[src/rtl/adder_mb_pkg.sv]
// Shared constants and FSM state type for the multi-byte add sequencer.
package adder_mb_pkg;

  localparam int BYTE_W = 8;

  typedef enum logic [1:0] {
    ST_IDLE  = 2'd0,
    ST_ISSUE = 2'd1,
    ST_WAIT  = 2'd2,
    ST_DONE  = 2'd3
  } state_t;

endpackage

[src/rtl/adder_mb_seq.sv]
// Multi-byte add sequencer: streams wide operands LSB-first through an external registered
// 8-bit adder, chaining carries. Define ADDER_MB_OVF_EN to add the two's-complement ovf output.
module adder_mb_seq
  import adder_mb_pkg::*;
#(
  parameter int NBYTES  = 4,
  parameter int ADD_LAT = 1
) (
  input  logic                       clk,
  input  logic                       rst,
  input  logic                       start,
  input  logic [BYTE_W*NBYTES-1:0]   op_a,
  input  logic [BYTE_W*NBYTES-1:0]   op_b,
  input  logic                       cin_in,
  output logic                       busy,
  output logic                       done,
  output logic [BYTE_W*NBYTES-1:0]   result,
  output logic                       cout,
  output logic [BYTE_W-1:0]          add_a,
  output logic [BYTE_W-1:0]          add_b,
  output logic                       add_cin,
  input  logic [BYTE_W-1:0]          add_sum,
  input  logic                       add_carry
`ifdef ADDER_MB_OVF_EN
  ,
  output logic                       ovf
`endif
);

  localparam int W  = BYTE_W * NBYTES;
  localparam int KW = (NBYTES > 1) ? $clog2(NBYTES) : 1;
  localparam int CW = (ADD_LAT > 1) ? $clog2(ADD_LAT) : 1;

  state_t            state_q, state_d;
  logic [KW-1:0]     k_q, k_d;
  logic [CW-1:0]     cnt_q, cnt_d;
  logic [W-1:0]      opa_q, opa_d;
  logic [W-1:0]      opb_q, opb_d;
  logic [W-1:0]      result_q, result_d;
  logic              cout_q, cout_d;
  logic [BYTE_W-1:0] add_a_q, add_a_d;
  logic [BYTE_W-1:0] add_b_q, add_b_d;
  logic              add_cin_q, add_cin_d;
  logic              busy_q, done_q;
`ifdef ADDER_MB_OVF_EN
  logic              ovf_q, ovf_d;
`endif

  // Next-state logic: accept, issue one byte, wait out adder latency, capture and chain carry.
  always_comb begin
    state_d   = state_q;
    k_d       = k_q;
    cnt_d     = cnt_q;
    opa_d     = opa_q;
    opb_d     = opb_q;
    result_d  = result_q;
    cout_d    = cout_q;
    add_a_d   = add_a_q;
    add_b_d   = add_b_q;
    add_cin_d = add_cin_q;
`ifdef ADDER_MB_OVF_EN
    ovf_d     = ovf_q;
`endif
    case (state_q)
      ST_IDLE: begin
        if (start) begin
          opa_d     = op_a;
          opb_d     = op_b;
          result_d  = '0;
          cout_d    = 1'b0;
          add_a_d   = op_a[BYTE_W-1:0];
          add_b_d   = op_b[BYTE_W-1:0];
          add_cin_d = cin_in;
          k_d       = '0;
`ifdef ADDER_MB_OVF_EN
          ovf_d     = 1'b0;
`endif
          state_d   = ST_ISSUE;
        end else begin
          state_d   = ST_IDLE;
        end
      end
      ST_ISSUE: begin
        cnt_d   = CW'(ADD_LAT - 1);
        state_d = ST_WAIT;
      end
      ST_WAIT: begin
        if (cnt_q == '0) begin
          result_d[int'(k_q)*BYTE_W +: BYTE_W] = add_sum;
          if (k_q == KW'(NBYTES - 1)) begin
            cout_d  = add_carry;
`ifdef ADDER_MB_OVF_EN
            ovf_d   = (opa_q[W-1] == opb_q[W-1]) && (add_sum[BYTE_W-1] != opa_q[W-1]);
`endif
            state_d = ST_DONE;
          end else begin
            k_d       = k_q + KW'(1);
            add_a_d   = opa_q[int'(k_d)*BYTE_W +: BYTE_W];
            add_b_d   = opb_q[int'(k_d)*BYTE_W +: BYTE_W];
            add_cin_d = add_carry;
            state_d   = ST_ISSUE;
          end
        end else begin
          cnt_d = cnt_q - CW'(1);
        end
      end
      ST_DONE: begin
        state_d = ST_IDLE;
      end
      default: begin
        state_d = ST_IDLE;
      end
    endcase
  end

  // State and output registers; busy/done are registered from the next state.
  always_ff @(posedge clk or negedge rst) begin
    if (!rst) begin
      state_q   <= ST_IDLE;
      k_q       <= '0;
      cnt_q     <= '0;
      opa_q     <= '0;
      opb_q     <= '0;
      result_q  <= '0;
      cout_q    <= 1'b0;
      add_a_q   <= '0;
      add_b_q   <= '0;
      add_cin_q <= 1'b0;
      busy_q    <= 1'b0;
      done_q    <= 1'b0;
`ifdef ADDER_MB_OVF_EN
      ovf_q     <= 1'b0;
`endif
    end else begin
      state_q   <= state_d;
      k_q       <= k_d;
      cnt_q     <= cnt_d;
      opa_q     <= opa_d;
      opb_q     <= opb_d;
      result_q  <= result_d;
      cout_q    <= cout_d;
      add_a_q   <= add_a_d;
      add_b_q   <= add_b_d;
      add_cin_q <= add_cin_d;
      busy_q    <= (state_d != ST_IDLE);
      done_q    <= (state_d == ST_DONE);
`ifdef ADDER_MB_OVF_EN
      ovf_q     <= ovf_d;
`endif
    end
  end

  assign busy    = busy_q;
  assign done    = done_q;
  assign result  = result_q;
  assign cout    = cout_q;
  assign add_a   = add_a_q;
  assign add_b   = add_b_q;
  assign add_cin = add_cin_q;
`ifdef ADDER_MB_OVF_EN
  assign ovf     = ovf_q;
`endif

endmodule

[config.mk]
export PLATFORM = sky130hd
export DESIGN_NAME = adder_mb_seq
export DESIGN_NICKNAME = d
export VERILOG_FILES = /design/src/rtl/adder_mb_pkg.sv /design/src/rtl/adder_mb_seq.sv
export SDC_FILE = /design/constraint.sdc
export NUM_CORES = 1
export LEC_CHECK = 0
export CORE_ASPECT_RATIO = 1.75
export CORE_UTILIZATION = 49
export DETAILED_ROUTE_END_ITERATION = 8
export GPL_TIMING_DRIVEN = 0
export PLACE_DENSITY = 0.81
export SYNTH_ARGS = -nofsm -noshare
export SYNTH_HDL_FRONTEND = slang
export SYNTH_SLANG_ARGS = --single-unit
[constraint.sdc]
create_clock -name clk -period 2.7 [get_ports clk]
set_input_delay 0.27 -clock clk [delete_from_list [all_inputs] [get_ports clk]]
set_output_delay 0.27 -clock clk [all_outputs]
set_load 0.1 [all_outputs]
; ---- Word-level counts from Yosys, hierarchy flattened
; Cells that the tools add are included.
[word_totals]
output_inout_bits = 52
elab_cells = 66
inputBits = 77
regBits = 121
[op_classes]
n_addsub = 3
mux = 30
n_reduce_logical = 8
shift = 4
n_eq_ne = 9
[op_table]
columns = op, count
row1 = 2-to-1 mux 32 bit, 2
row2 = one-hot mux 32 bit (2 select lines), 1
row3 = indexed part select 32 x 6 -> 8 bit, 2
row4 = 2-to-1 mux 8 bit, 6
row5 = negation 5 -> 33 bit, 1
row6 = variable shift 8 x 33 -> 32 bit (first input constant), 1
row7 = indexed part select 8 x 33 -> 32 bit, 1
row8 = bitwise mux 32 bit, 1
row9 = one-hot mux 8 bit (2 select lines), 2
row10 = 2-to-1 mux 2 bit, 5
row11 = equality test 2 bit (second input constant), 4
row12 = 2-to-1 mux 1 bit, 8
row13 = != test 2 bit (second input constant), 4
row14 = one-hot mux 2 bit (4 select lines), 1
row15 = AND reduction 4 bit, 2
row16 = one-hot mux 1 bit (2 select lines), 3
row17 = nonzero test 2 bit, 3
row18 = one-hot mux 2 bit (2 select lines), 1
row19 = AND reduction 3 bit, 1
row20 = adder 2 x 1 -> 2 bit (second input constant), 1
row21 = equality test 2 x 1 -> 1 bit (second input constant), 1
row22 = logical NOT 2 bit, 1
row23 = AND reduction 2 bit, 1
row24 = subtractor 1 bit (second input constant), 1

; ---- Logic depth before layout (Yosys ltp)
; Gate-level depths: netlist of the first run.
[logic_depth]
word_depth = 5
mapped_depth = 9
mapped_depth_nobuf = 5

; ---- Worst setup path after synthesis of the first run
; Ideal clock, no wire load.
[synth_timing]
path_type = register -> register
startpoint = register k_q[0]
endpoint = register add_b_q[4] (netlist: add_b[4])
arrival_ns = 1.997
path_slack_ns = 0.567
n_path_buf = 4
required_ns = 2.564
synth_period_minus_slack_ns = 2.133
path_stages_with_launch = 10
setup_time_ns = 0.136
cell_sequence = dfrtp_1 > buf_2 > inv_1 > ha_1 > buf_2 > and3b_1 > clkbuf_1 > buf_2 > a222oi_1 > mux2i_1
[synth_between]
elab_chain_len = 5
word_cells_on_any_way = 8
classes_between = 1 x add/sub / 2 x eq/ne / 1 x shift / 3 x mux / 1 x reduce/logical
[synth_rtl]
columns = element, line
row1 = from (decl), adder_mb_seq.sv:35  ; logic [KW-1:0] k_q, k_d;
row2 = from (signal assigned), adder_mb_seq.sv:136  ; k_q <= k_d;
row3 = adder 2 x 1 -> 2 bit, adder_mb_seq.sv:97  ; k_d = k_q + KW'(1);
row4 = indexed part select 32 x 6 -> 8 bit, adder_mb_seq.sv:99  ; add_b_d = opb_q[int'(k_d)*BYTE_W +: BYTE_W];
row5 = 2-to-1 mux 8 bit, adder_mb_seq.sv:90  ; if (k_q == KW'(NBYTES - 1)) begin
row6 = 2-to-1 mux 8 bit, adder_mb_seq.sv:88  ; if (cnt_q == '0) begin
row7 = one-hot mux 8 bit (2 select lines), adder_mb_seq.sv:64  ; case (state_q)
row8 = to (signal assigned), adder_mb_seq.sv:127  ; add_b_q <= '0;
row9 = to (signal assigned), adder_mb_seq.sv:143  ; add_b_q <= add_b_d;
row10 = to (decl), adder_mb_seq.sv:42  ; logic [BYTE_W-1:0] add_b_q, add_b_d;
; Several ways; a longest one is shown, not always the timed one. The select of a mux whose other input is x is not followed.
; A chain may end at the register's enable or synchronous reset.

; ---- Final worst setup path of the first run
[layout_timing]
startpoint = register k_q[0]
endpoint = register add_a_q[3] (netlist: add_a[3])
[layout_between]
elab_chain_len = 5
word_cells_on_any_way = 8
classes_between = 1 x add/sub / 2 x eq/ne / 1 x shift / 3 x mux / 1 x reduce/logical
[layout_rtl]
columns = element, line
row1 = adder 2 x 1 -> 2 bit, adder_mb_seq.sv:97
row2 = indexed part select 32 x 6 -> 8 bit, adder_mb_seq.sv:98  ; add_a_d = opa_q[int'(k_d)*BYTE_W +: BYTE_W];
row3 = 2-to-1 mux 8 bit, adder_mb_seq.sv:90
row4 = 2-to-1 mux 8 bit, adder_mb_seq.sv:88
row5 = one-hot mux 8 bit (2 select lines), adder_mb_seq.sv:64
row6 = to (signal assigned), adder_mb_seq.sv:126  ; add_a_q <= '0;
row7 = to (signal assigned), adder_mb_seq.sv:142  ; add_a_q <= add_a_d;
row8 = to (decl), adder_mb_seq.sv:41  ; logic [BYTE_W-1:0] add_a_q, add_a_d;
; Several ways; a longest one is shown, not always the timed one. The select of a mux whose other input is x is not followed.

==> Flow_metrics.wiki, run 1 <==
{| class="wikitable"
! Metric !! Value
|-
| Biggest cell delay along the critical path || 0.41 ns
|-
| R2r setup slk || 0.18 ns
|-
| FMAX || 397 MHz
|-
| Drc violations || 0
|-
| Synthesized net count || 442
|-
| Routed wire per std cell || 20.5 um
|-
| Antenna violations before repair || 0
|-
| Pin count of the biggest net entering global routing || 75
|-
| Remaining Overflow, GRT || 0
|-
| Hold Violations, Final || 0
|-
| Worst Hold Class || in2async
|-
| Period utilization || 93.3%
|-
| Number of global-route vias before repair || 4119
|-
| Endpoint kind of the worst setup timing path || flop
|-
| H-tree depth reported by CTS || 4
|-
| Routability congestion estimate || 0.798
|-
| Arrival time of the worst setup path || 2.79 ns
|-
| Adder-cell share of the synthesized area || 1.43%
|-
| Max clock buf depth || 2
|-
| Unrepaired setup endpoints after global routing || false
|-
| Total wire length after detailed routing || 13300 um
|-
| Area of the die || 11100 um^2
|-
| Cell variety after synth || 29
|-
| Vias after detailed routing || 3729
|-
| I/O pin cnt || 129
|-
| Clock Pin Slew Worst Setup and Hold Paths || 0.05 ns
|-
| Largest family of logic cells by synthesized area || multiplexers
|-
| Via-per-instance ratio || 5.75
|-
| Relative slew slack || 32.7%
|-
| Die Y || 139 um
|-
| GRT Util Overall || 25.8%
|-
| Post-synthesis sequential area ratio || 57.4%
|-
| FF-to-FF End || add_a[3]
|-
| Area of the mapped netlist || 5230 um^2
|-
| Power density over the cells || 1300 nW/um^2
|-
| Area of the placeable core || 10300 um^2
|-
| Worst path buffer plus inverter count || 5
|-
| Fin Clk Skew || 0.00581 ns
|-
| Post-route ant nets || 0
|-
| Final TNS setup || 0 ns
|-
| Hold Buf Count CTS || 1
|-
| Total CTS buffers || 17
|-
| Root cell of the clock tree || clkbuf_16
|-
| Critical-path cell list || buf_2, inv_1, ha_1, buf_2, and3b_1, clkbuf_1, buf_2, a222oi_1, mux2i_1
|-
| Worst-Margin Slew || 1.01 ns
|-
| Global-route wire length before repair || 21200 um
|-
| Share of post-route cells with drive strength above 1 || 29.2%
|-
| Post_cts resized || 0
|-
| Proportion of synthesized area in mux cells || 24.2%
|-
| Time the worst path needs with I/O delays and setup || 2.52 ns
|-
| Pre-antenna DRT Iters || 5
|-
| Synth warnings || 0
|-
| Compound-Gate Fraction of Synth Area || 10.2%
|-
| Critical path peak fanout || 10
|-
| Maximum vdd ir drop || 0.967 mV
|-
| Area growth from synthesis to layout || 38.6%
|-
| Synth Area in Simple Gates || 3.37%
|-
| Synthesized flop and latch total || 120
|-
| Port buffer count || 128
|-
| Total setup violations reported at the end of the flow || 0
|-
| Effective utilization at floorplan || 50.8%
|-
| Total clock sinks || 120
|-
| Post-route setup slack || 0.180 ns
|-
| Max stage delay cell, worst path || dfrtp_1
|-
| Total count of max-transition violations in the final report || 0
|-
| Final nets || 591
|-
| Max-cap violations || 0
|-
| Cell family with the largest share of critical-path delay || buffers and inverters
|-
| Reported leakage power || 3.16 nW
|-
| Required time of the critical path || 2.97 ns
|-
| Non-Filler Cell Area, Final || 7250 um^2
|-
| DP Area || 6700 um^2
|-
| Die X-Extent || 80.1 um
|-
| Rows || 49
|-
| Detailed Route Iter0 Violations || 243
|-
| R2r worst-path depth || 9
|-
| Run status || complete, no violations
|-
| Post-CTS Setup Repair Bufs || 0
|-
| Most used cell along the critical path || buf_2
|-
| Number of instances in the synthesized netlist || 359
|-
| Worst Setup Slack post-DPL || 0.231 ns
|-
| Critical path start-end classification || reg2reg
|-
| Antenna diode instance count || 0
|-
| Worst setup SP type || flop
|-
| Worst-Skew Late Latency || 0.41 ns
|-
| CTS tree || done
|-
| Final HPWL DP || 9400 um
|-
| Origin of the critical flop-to-flop path || k_q[0]
|-
| Parity-gate share of the synthesized area counting xor and xnor cells || 0%
|-
| Post-Synthesis Mean Instance Area || 14.6 um^2
|}
==> cell families after synthesis <==
kind of cell / after synthesis
AO/OA/AOI/OAI: 59
AND/OR/NAND/NOR: 23
multiplexers: 113
adder cells (fa/ha/maj): 6
flip-flops: 120
buffers and inverters: 38
==> cells in the mapped netlist, drive strengths merged <==
library cell	n	area [um^2]
a21oi	2	10.0
buf	18	104
inv	18	67.6
nand2b	3	18.8
nor4b	1	23.8
and3b	1	8.76
nor3b	3	27.5
a211oi	1	20.0
a211o	1	8.76
mux2	97	1090
a221o	1	10.0
and2	1	6.26
nor4	3	46.3
nor3	1	5.00
a22o	34	298
ha	6	75.1
clkbuf	2	7.51
a222oi	15	150
mux4	1	22.5
dfrtp	120	3000
a21o	5	37.5
mux2i	15	150
nor2	3	11.3
nor2b	1	6.26
nand2	6	22.5
==> worst reg2reg max path, delay by kind of cell, from the launching register on <==
kind / cells / cell delay [ns]
buf+inv: 5 / 1.03
fa+ha+maj: 1 / 0.28
mux: 1 / 0.13
flops: 1 / 0.41
simple gates: 1 / 0.19
compound gates: 1 / 0.34
==> routing by layer <==
layer,GRT usage [%],vias to the layer above,share of wire (%)
met4,13.5,0,4.2
met2,45.5,165,55
met1,27.9,1896,35
li1,-,1637,-
met3,5.92,31,5.3
met5,0,-,0
==> flip-flops by register name, indices dropped and copies added (netlist names) <==
register,cells
opb_q,32
k_q,2
add_cin,1
result,32
busy,1
state_q,2
opa_q,32
add_a,8
cout,1
done,1
add_b,8
==> power by group <==
group	total, mW	switching (mW)	internal, mW
registers	2.93	0.412	2.52
clock network	2.07	0.770	1.30
logic	4.42	2.68	1.74
total	9.43	3.87	5.56
==> layout by cell type, fill, tap and decap left out <==
| cell type | count |
|---|---|
| bufinv_16 | 1 |
| clkbuf_1 | 6 |
| a211oi_4 | 1 |
| ha_1 | 6 |
| clkinv_2 | 6 |
| clkbuf_16 | 17 |
| inv_1 | 18 |
| and2_1 | 1 |
| nor4_4 | 1 |
| mux4_2 | 1 |
| buf_16 | 1 |
| buf_4 | 3 |
| nand2b_1 | 3 |
| nor2b_1 | 1 |
| mux2i_1 | 15 |
| nor4b_4 | 1 |
| nand2_1 | 6 |
| dfrtp_1 | 120 |
| mux2_2 | 97 |
| nor3b_1 | 2 |
| a21oi_1 | 2 |
| clkdlybuf4s50_1 | 127 |
| and3b_1 | 1 |
| a221o_1 | 1 |
| a211o_1 | 1 |
| nor3b_2 | 1 |
| clkinvlp_4 | 2 |
| a222oi_1 | 15 |
| nor4_2 | 2 |
| nor2_1 | 3 |
| clkbuf_8 | 2 |
| buf_2 | 14 |
| nor3_1 | 1 |
| buf_6 | 2 |
| a21o_1 | 5 |
| a22o_1 | 34 |
| dlygate4sd3_1 | 1 |
==> worst max-delay path by stage <==
| stage | startpoint | to | cells past startpoint |
|---|---|---|---|
| after floorplan | k_q[0] | add_b[4] | 9 |
| after global placement | rst | opa_q[12] | 1 |
| after detailed placement | k_q[0] | add_a[0] | 9 |
| after CTS | k_q[0] | add_a[3] | 9 |
| after global routing | k_q[0] | add_a[3] | 9 |
| final | k_q[0] | add_a[3] | 9 |
==> area by class of cell <==
cell class	count	area, um^2
Clock buffer	23	468
Buffer	20	111
Tap cell	127	159
Sequential cell	120	3000
Fill cell	741	3050
Multi-Input combinational cell	201	2050
Clock inverter	9	75.1
Inverter	18	67.6
Timing Repair Buffer	130	1320
==> through the flow <==
step           power [mW]  instances  util (%)  hold slack, ns
2_1_floorplan        6.23        359         -         -0.0256
6_report             9.43        648      70.4           0.353
5_1_grt              9.87        648      70.4           0.391
3_5_place_dp         7.36        615      65.1           0.231
4_1_cts              9.48        648      70.4           0.366
3_3_place_gp         7.23        614      64.8           0.482
Note: power is estimated with default switching activity, not from simulation.
==> run 2: changes to the inputs <==
--- a/config.mk
+++ b/config.mk
@@ -7,6 +7,7 @@
 export LEC_CHECK = 0
 export CORE_ASPECT_RATIO = 1.75
 export CORE_UTILIZATION = 49
+export CTS_CLUSTER_SIZE = 28
 export DETAILED_ROUTE_END_ITERATION = 8
 export GPL_TIMING_DRIVEN = 0
 export PLACE_DENSITY = 0.81
==> results of run 2 <==
The final DEF is identical to that of run 1; final timing and power are the same.
==> patch 1, RTL diff (flow settings as in run 1) <==
`ADD_LAT`: 1 -> 2.
--- a/src/rtl/adder_mb_seq.sv
+++ b/src/rtl/adder_mb_seq.sv
@@ -4,7 +4,7 @@
   import adder_mb_pkg::*;
 #(
   parameter int NBYTES  = 4,
-  parameter int ADD_LAT = 1
+  parameter int ADD_LAT = 2
 ) (
   input  logic                       clk,
   input  logic                       rst,
Formal check against the unedited RTL: not equivalent (Yosys sat finds a counterexample within 4 cycles, from zero or initial values and one cycle with rst low).
==> patch 1 against run 1 <==
Design area rose by 2.5%. Count of clock-buffer cells in the layout decreased by 4. Cell count is 2.3% higher. Area after synthesis increased by 2.1%. Setup slack got worse by 27 ps. Sequential cell count increased by 1. Routed wire length shrank 2.5%. Via count stayed put. Sequential power about the same. Power is 2.9% higher. Utilization is 0.53 points lower. Clock power grew 9%. Critical path depth did not move.
==> patch 1: results (changes against run 1) <==
metric;value;unit;change
status;finished clean;;
Slew headroom;0.310;;-0.0177
# fillers;752;;+1.5%
final setup margin;153;ps;-27.3 ps
vias in the first global route;4035;;-2.0%
Reg2Reg Setup Slack;150;ps;-30 ps
postcts setup bufs;0;;unchanged
worst vdd ir;0.841;mV;-13%
CP peak stage delay;450;ps;+40 ps
Hold WS;267;ps;-86.8 ps
Netlist cell types;29;;unchanged
n_diodes;0;;unchanged
worst-path fanout max;10;;unchanged
reg2reg start;k_q[0];;
Port Buf Inserts;128;;unchanged
DR iter-0 viols;145;;-40%
clock buffer depth;2;;unchanged
Worst Reg-to-Reg Cells;9;;unchanged
leakage power;3.08;nW;-2.7%
Pre-Repair DR Iteration Count;4;;-1
cell family with most CP delay;buffers and inverters;;
global-route wire length before repair;20800;µm;-1.7%
register area share after synthesis;0.567;;-0.00728
largest net degree at the start of global routing;105;;+40%
H-tree levels;4;;unchanged
most common library cells after synthesis;dfrtp_1, mux2_2, a21oi_1, mux2i_1, a22o_1;;
clk_skew;4.94;ps;-0.871 ps
All-Layer GR Usage;0.253;;-0.00477
CTS buffer count;17;;unchanged
post-synthesis net count;455;;+2.9%
worst slack, placed;-112;ps;-343 ps
top post-synthesis cells by area;dfrtp_1, mux2_2, mux4_2;;
worst min-delay path class;in2async;;
vias per cell;5.62;;-2.3%
critical path startpoint category;flop;;
Final #Nets;604;;+2.2%
Clk pin slew, worst setup/hold paths;50;ps;about the same
root buffer cell;clkbuf_16;;
crit path max-delay cell type;dfrtp_1;;
gp weighted congestion;0.775;;-2.9%
net switching power;4.00;mW;+3.3%
initial antenna violation count;0;;unchanged
detailed placement HPWL;9080;µm;-3.4%
number of synthesis warnings;0;;unchanged
Synth async-reset ratio;1.00;;unchanged
layout cells sized above 1;0.236;;-0.0553
routed len/inst;19.5;µm;-4.7%
crit path to;add_a[3];;
-- patch 1: power by group through the flow --
stage | clock (mW) | sequential (mW) | combinational, mW
after detailed placement | 0 | 2.93 | 4.49
after global placement | 0 | 2.89 | 4.38
after global routing | 2.36 | 3.00 | 4.78
final | 2.25 | 2.93 | 4.52
after floorplan | 0 | 4.17 | 2.07
after CTS | 2.28 | 2.92 | 4.55
-- patch 1: layout make-up --
type                    count  area share
plain buffers              22      0.0172
multi-input cells         210       0.287
well taps                 130      0.0219
inverters                  18     0.00909
clock inverters            13      0.0205
clock buffers              19      0.0596
repair buffers            130       0.178
flip-flops and latches    121       0.407
-- patch 1: stage by stage --
stage                util  instance area, µm²  std cells  total power [mW]  setup TNS [ps]
floorplan               -                5340        371              6.25               0
global placement    0.638                6790        629              7.27         -372810
detailed placement  0.641                6820        630              7.43            -591
CTS                 0.698                7430        663              9.75               0
global route        0.699                7430        663              10.1               0
finish              0.699                7430        663              9.70               0
-- patch 1: cell families (layout without fill, tap and decap cells) --
family / after synthesis / count (layout) / synth area share
flops: 121 / 121 / 0.567
simple gates: 24 / 24 / 0.0260
mux: 109 / 109 / 0.258
buf+inv: 40 / 202 / 0.0342
compound gates: 70 / 70 / 0.0988
fa+ha+maj: 7 / 7 / 0.0164
-- patch 1: what timing repair did --
action	CTS	global route
endpoints found under the hold margin	17	0
hold buffers	1	0
setup endpoints to repair	9	15
gates resized for setup	2	2
-- patch 1: routing by layer --
layer,vias to the layer above,track usage,part of all wire
met5,-,0,0
met4,0,0.106,0.022
met3,19,0.0704,0.045
met2,131,0.444,0.56
met1,1912,0.278,0.37
li1,1667,-,-
==> patch 2, RTL diff (flow settings as in run 1) <==
Without the edit above. The 4 states of `state_t` get a one-hot encoding in 4 bits.
--- a/src/rtl/adder_mb_pkg.sv
+++ b/src/rtl/adder_mb_pkg.sv
@@ -3,11 +3,11 @@
 
   localparam int BYTE_W = 8;
 
-  typedef enum logic [1:0] {
-    ST_IDLE  = 2'd0,
-    ST_ISSUE = 2'd1,
-    ST_WAIT  = 2'd2,
-    ST_DONE  = 2'd3
+  typedef enum logic [3:0] {
+    ST_IDLE  = 4'b0001,
+    ST_ISSUE = 4'b0010,
+    ST_WAIT  = 4'b0100,
+    ST_DONE  = 4'b1000
   } state_t;
 
 endpackage
Check against the original RTL: same outputs for any inputs over 10 cycles, from zero or initial values and one cycle with rst low; not proved beyond that.
==> patch 2 against run 1 <==
Setup slack better by 110 ps. Global-route usage is 2.1 points lower. Clock skew rose by 1.4 ps. Power down 12%. Sequential share of layout area grew 0.50 points. Design area increased by 0.48%. First-iteration DRC count decreased by 72%. Routed wire length down 9.0%. Sequential cell count increased by 2. Critical endpoint is now add_b[0]. Area after synthesis up 1.4%.
==> patch 2: results (changes against run 1) <==
metric;value;unit;change
vias in the first global route;3734;;-9.3%
initial antenna violation count;0;;unchanged
GRT met1 Usage;0.258;;-0.0206
layout cells sized above 1;0.348;;+0.0559
GR Layer Usage met3;0.0610;;+0.00177
global-route wire length before repair;19500;µm;-8.0%
clk_skew;7.22;ps;+1.40 ps
net switching power;3.15;mW;-18%
All-Layer GR Usage;0.237;;-0.0209
Metal-1 WL;4480;µm;-3.9%
worst slack, placed;-78.1;ps;-309 ps
routed len/inst;19.6;µm;-4.2%
Mapped Cells;329;;-8.4%
top post-synthesis cells by area;dfrtp_1, mux2_2, mux4_2;;
final std cells w/o fill;616;;-4.9%
# fillers;730;;-1.5%
Final #Nets;560;;-5.2%
via count;3429;;-8.0%
worst vdd ir;0.774;mV;-20%
Area after DPL;0.00678;mm²;+1.1%
part of the power in the clock network;0.232;;+0.012
M2 GR Usage;0.428;;-0.0266
register area share after synthesis;0.576;;+0.00168
status;finished clean;;
leakage power;3.05;nW;-3.5%
Pwr Total;8.28;mW;-12%
largest net degree at the start of global routing;102;;+36%
actual transition at the worst max-transition pin;1020;ps;+11.0 ps
crit path DAT;2700;ps;-90 ps
metal2 WL;6810;µm;-7.4%
Pre-Repair DR Iteration Count;4;;-1
post-synthesis net count;411;;-7.0%
Netlist cell types;31;;+6.9%
Resized Gates After CTS;1;;+1
CTS buffer count;17;;unchanged
gp weighted congestion;0.769;;-3.6%
combinational power share;0.420;;-0.049
DR iter-0 viols;68;;-72%
detailed placement HPWL;8930;µm;-5.0%
met3 routed WL;588;µm;-16%
placed cell count;585;;-4.9%
[patch 2: changes by cell type in the layout (fill, tap and decap cells not counted), sizes merged, moves of 5 or more]
| cell | before | now |
|---|---|---|
| a32o | 0 | 8 |
| mux4 | 1 | 16 |
| a22o | 34 | 24 |
| a222oi | 15 | 0 |
| inv | 18 | 4 |
| a21o | 5 | 0 |
| mux2i | 15 | 3 |
[patch 2: logic make-up (layout without fill, tap and decap cells)]
kind of cell | after synthesis | after routing | synth area share
flip-flops | 122 | 122 | 0.576
multiplexers | 117 | 117 | 0.282
AND/OR/NAND/NOR | 25 | 25 | 0.0415
buffers and inverters | 21 | 181 | 0.0252
adder cells (fa/ha/maj) | 5 | 5 | 0.0118
XOR/XNOR | 1 | 1 | 0.00165
AO/OA/AOI/OAI | 38 | 38 | 0.0627
[patch 2: path summary, 6_finish.rpt]
path | start | to | slack (ps) | cells after the start
min in group clk | add_carry | cout | 440 | 3
worst max register to register | k_q[0] | add_b[0] | 290 | 7
worst min-delay path | rst | opa_q[12] | 280 | 2
max in group asynchronous | rst | state_q[0] | 1690 | 3
worst max-delay path | k_q[0] | add_b[0] | 290 | 7
worst min register to register | result[1] | result[1] | 500 | 1
[patch 2: worst max-delay path: stages (launching register included)]
cell	delay [ps]
dfrtp_1	410
buf_6	210
inv_1	120
ha_1	350
clkbuf_2	330
mux4_2	360
mux2_2	270
mux2_2	260
[patch 2: final cells by class]
type	instances	area, µm²	share of cell area
timing repair buffer	130	1320	0.181
tap	127	159	0.0218
inverter	4	15.0	0.00206
buffer	17	120	0.0165
clock inverter	9	52.6	0.00721
sequential	122	3050	0.419
clock buffer	21	450	0.0618
multi-input combinational	186	2120	0.291
